## src/rtl/skein_pkg.sv

```systemverilog
// Shared widths and tag bundle for the skein512 result-check path.
// Imported by skein_tag_delay and skein_result_checker.
package skein_pkg;
    localparam int NONCE_W    = 32;
    localparam int HASH_W     = 512;
    localparam int TARGET_W   = 64;
    localparam int HASH_CNT_W = 48;
    localparam int DROP_CNT_W = 16;

    typedef struct packed {
        logic               vld;
        logic [NONCE_W-1:0] nonce;
    } tag_t;
endpackage

```

## src/rtl/skein_tag_delay.sv

```systemverilog
// LATENCY-deep {valid, nonce} shift line matching the skein512 core.
// Ports: clk, rst_n, i_clear, i_tag in, o_tag tail tap.
module skein_tag_delay
    import skein_pkg::*;
#(
    parameter int LATENCY = 72
) (
    input  logic clk,
    input  logic rst_n,
    input  logic i_clear,
    input  tag_t i_tag,
    output tag_t o_tag
);

    logic [LATENCY-1:0] r_vld;
    logic [NONCE_W-1:0] r_nonce [LATENCY];

    // Only the valid bits are flushed; stale nonces are harmless.
    always_ff @(posedge clk or negedge rst_n) begin
        if (!rst_n) begin
            r_vld <= '0;
        end else if (i_clear) begin
            r_vld <= '0;
        end else begin
            r_vld[0] <= i_tag.vld;
            for (int i = 1; i < LATENCY; i++) begin
                r_vld[i] <= r_vld[i-1];
            end
        end
    end

    always_ff @(posedge clk) begin
        r_nonce[0] <= i_tag.nonce;
        for (int i = 1; i < LATENCY; i++) begin
            r_nonce[i] <= r_nonce[i-1];
        end
    end

    assign o_tag.vld   = r_vld[LATENCY-1];
    assign o_tag.nonce = r_nonce[LATENCY-1];

endmodule

```

## config.mk

```make
export PLATFORM = sky130hd
export DESIGN_NAME = skein_tag_delay
export DESIGN_NICKNAME = d
export VERILOG_FILES = /design/src/rtl/skein_pkg.sv /design/src/rtl/skein_tag_delay.sv
export SDC_FILE = /design/constraint.sdc
export NUM_CORES = 1
export LEC_CHECK = 0
export CORE_MARGIN = 8
export CORE_UTILIZATION = 60
export CTS_BUF_LIST = sky130_fd_sc_hd__clkbuf_2 sky130_fd_sc_hd__clkbuf_4 sky130_fd_sc_hd__clkbuf_8
export CTS_CLUSTER_SIZE = 24
export DETAILED_ROUTE_END_ITERATION = 8
export PLACE_DENSITY_LB_ADDON = 0.15
export SYNTH_ARGS = -nofsm -noshare
export SYNTH_HDL_FRONTEND = slang
export SYNTH_SLANG_ARGS = --single-unit
```

## constraint.sdc

```tcl
create_clock -name clk -period 0.85 [get_ports clk]
set_clock_uncertainty 0.05 [all_clocks]
set_input_delay 0.1275 -clock clk [delete_from_list [all_inputs] [get_ports clk]]
set_output_delay 0.1275 -clock clk [all_outputs]
set_load 0.1 [all_outputs]
```

# After elaboration in Yosys (flattened, before gate mapping)
# Memory sizes are Yosys's and may differ from the RTL's.
# Cells that the tools add are included.
totals:
  regBits: 72
  mem_bits_rw: 2304
  in_bits: 36
  mem_count: 1
classes:
  muxes: 1
memory_table:
  columns: ["memory", "depth", "word_bits", "rd", "rd_clocked_by_memory_dff", "write_ports", "line_no", "rtl"]
  rows:
  - ["r_nonce", 72, 32, 72, 0, 72, "skein_tag_delay.sv:16", "logic [NONCE_W-1:0] r_nonce [LATENCY];"]
ops:
  columns: ["operator", "n"]
  rows:
  - ["$mux 72", 1]

# Longest topological paths before layout
depth:
  word_depth: 1
  depth_mapped: 3
  ltp_nobuf: 1

# Worst setup path before layout
# OpenSTA, ideal clock, no wires.
synth_timing:
  kind: "register to output"
  startpoint: "register r_vld[71]"
  endpoint: "output o_tag[32] (netlist bit)"
  arrival_ns: 0.574
  t_required_ns: 0.672
  slack_ns: 0.098
  path_stages_with_launch: 2
  path_buffers: 1
  path_cell_list: "dfrtp_1 -> buf_4"
synth_rtl:
  columns: ["item", "line_no", "rtl"]
  rows:
  - ["start: declaration", "skein_tag_delay.sv:15", "logic [LATENCY-1:0] r_vld;"]
  - ["start signal: indexed assignment", "skein_tag_delay.sv:27", "r_vld[i] <= r_vld[i-1];"]
  - ["end: declaration", "skein_tag_delay.sv:12", "output tag_t o_tag"]
# No word-level cell between the ends.

# Final worst setup path
layout_timing:
  startpoint: "register r_vld[71]"
  endpoint: "output o_tag[32] (netlist bit)"
# No word-level cell between the ends.

==> reports/results.tsv <==
stage	metric	value	unit
run_status	status	complete, but fails checks	
run_status	failing checks	negative setup slack	
pwr	Leak	24.6	nW
cts	Clk Latency, worst-skew pair	0.89	ns
drt	drt initial violations	512	
cts	CTS buffer count	336	
worst_setup_path	Critical Path Fanout Max	1	
worst_setup_path	Setup crit start kind	flop	
cts	clock buffer depth	4	
placement	RD Place Congestion	0.656	
global_routing	Tot GR Track Use	0.0973	
die	Rows	104	
final_layout	Final #Nets	2928	
timing	setup TNS	-23.43	ns
drt	Antenna Nets Post-Route	0	
timing	final worst slack	-0.799	ns
drt	average wire per standard cell	10.1	µm
cts	Setup Buffers After CTS	0	
hold_path	worst hold start	i_tag[4]	
placement	pre-CTS setup slack	0.0172	ns
worst_setup_path	Required @ worst endpoint	0.67	ns
hold_path	worst hold path depth	2	
cts	CTS root buffer	clkbuf_8	
timing	minimum clock period	1.65	ns
synth	Synth Register Bits	2376	
final_layout	Storage cell area	48000	µm²
cts	CTS sink cnt	2376	
drt	# DRC	0	
cts	CTS clock-pin slew for the worst setup and hold paths	0.07	ns
worst_setup_path	CP Data Arrival Time	1.47	ns
synth	Synthesis Warnings	0	
worst_setup_path	critical path class	flop to output port	
die	Initial Util	0.606	
synth	Avg Synthesized Cell Area	19.6	µm²
timing	final hold violations	0	
final_layout	design area	58000	µm²
die	Die Ht	301	µm
job	Max Cap Violations	0	
worst_setup_path	top cell family by delay on the critical path	flip-flops	
worst_setup_path	FF-to-FF setup slack	0.09	ns
timing	setup violators final	33	
worst_setup_path	slowest stage cell, crit path	dfrtp_1	
worst_setup_path	FF-to-FF End	r_vld[70]	
pwr	net switching share of the total power	0.185	
timing	period utilisation layout	1.94	
global_routing	first-pass GRT wire length	74.8	mm
timing	Max Slew Vio Count	0	
pwr	clock power share	0.423	
placement	port buffer count	68	
pwr	worst ir drop on vdd	1970	µV
synth	synthesized area	48700	µm²
die	Die W	301	µm
worst_setup_path	CP Capture Type	output port	
drt	drt total wl	42.0	mm
synth	Seq/Total Area, Yosys	0.984	
final_layout	fin cells	4177	
timing	slew margin rel.	0.758	
global_routing	largest net degree at the start of global routing	73	
timing	unrepaired setup endpoints after global routing	yes	
drt	vias per cell	4.04	
final_layout	commonest non-fill, non-tap cell in the layout	dfxtp_1	
final_layout	area of the multi-input gates	450	µm²
final_layout	fillcell total	4939	
die	Core Area	80400	µm²
worst_setup_path	CP Cell Sequence	buf_12	
pwr	Pwr Density	3490	nW/µm²
hold_path	Hold Crit Endpoint	r_nonce[0][4]	
cts	H-tree depth	5	
global_routing	total grt overflow	0	
global_routing	initial antenna violation count	1	
final_layout	share of cells above drive strength 1	0.203	
placement	HPWL Detailed	18.7	mm
pwr	sequential power share	0.575	
worst_setup_path	slowest cell delay on critical path	0.40	ns
drt	Pre-Repair DR Iteration Count	4	
die	Die ar.	90600	µm²
synth	Mapped Cells	2489	
synth	post-synth net total	2525	
cts	CTS tree	done	
worst_setup_path	Crit Reg-Reg Startpoint	r_vld[69]	
worst_setup_path	Bufs and invs on worst path	1	
die	I/O pin cnt	69	
hold_path	Worst Hold Class	input port to flop	
final_layout	P&R area growth vs syn	19.0	%
global_routing	vias in the first global route	17700	
pwr	logic gate share of total power	0.002	
placement	Cells after DPL	3578	
pwr	Pint	165	mW
drt	total number of vias	16900	
final_layout	most frequent cells in the layout	dfxtp_1 (2272), clkbuf_8 (415), clkbuf_4 (116)	
worst_setup_path	Worst R2R Path Depth	1	
timing	Max Freq	607	MHz
pwr	Switch Pwr	37.4	mW
pwr	total power	202	mW
synth	Cell variety after synth	5	
timing	slew of the pin with the lowest slew margin	0.363	ns
placement	Placed Area	50700	µm²
-- worst max path at each step --
stage / from / endpoint / slack (ns) / cells past startpoint
2_1_floorplan: r_vld[71] / o_tag[32] / 0.1 / 1
5_1_grt: r_vld[71] / o_tag[32] / -0.91 / 1
3_3_place_gp: i_tag[32] / r_vld[0] / -0.007 / 2
3_5_place_dp: i_tag[32] / r_vld[0] / 0.02 / 2
4_1_cts: r_vld[71] / o_tag[32] / -0.93 / 1
6_report: r_vld[71] / o_tag[32] / -0.80 / 1
-- registers in the layout, indices dropped and copies added (netlist names) --
signal and flops:
r_vld 72, r_nonce 2304
-- cell type report --
class	count	share of cell area
clock inverters	31	0.00436
multi-input cells	72	0.00777
repair buffers	106	0.0242
diodes	1	0.0000432
well taps	1060	0.0229
flip-flops and latches	2376	0.827
clock buffers	531	0.114
-- power groups by stage --
stage                     combinational, mW  clock, mW  sequential [mW]
after global routing                  0.453       94.7              117
after floorplan                      0.0819          0              118
after detailed placement              0.288          0              119
after CTS                             0.420       89.2              116
after global placement                0.267          0              119
final                                 0.415       85.7              116
-- synthesized netlist by cell type --
cell type / count / area [µm²]
dfxtp_1: 2304 / 46100
dfrtp_1: 72 / 1800
buf_4: 33 / 248
nor2b_1: 72 / 450
buf_6: 8 / 90.1
-- timing repair --
| action | 4_1_cts | 5_1_grt |
|---|---|---|
| endpoints found under the hold margin | 176 | 0 |
| setup endpoints to repair | 33 | 33 |
| hold buffers | 36 | 0 |
| gates resized for setup | 32 | 0 |
-- logic make-up after synthesis --
kind of cell | count (synthesis) | share of synthesized area
simple gates | 72 | 0.00925
flops | 2376 | 0.984
buf+inv | 41 | 0.00693
-- layer usage --
layer	global-route usage	vias to the layer above	wire, µm
li1	-	8490	-
met2	0.148	360	19200
met1	0.109	7909	18600
met4	0.0614	0	1240
met3	0.0487	128	2990
met5	0	-	0
-- through the flow --
step	utilization	hold WS [ns]
2_1_floorplan	-	-0.218
3_3_place_gp	0.631	0.102
3_5_place_dp	0.631	0.126
4_1_cts	0.721	0.0516
5_1_grt	0.721	0.0730
6_report	0.721	0.171
Power figures use the tool's default switching activity.
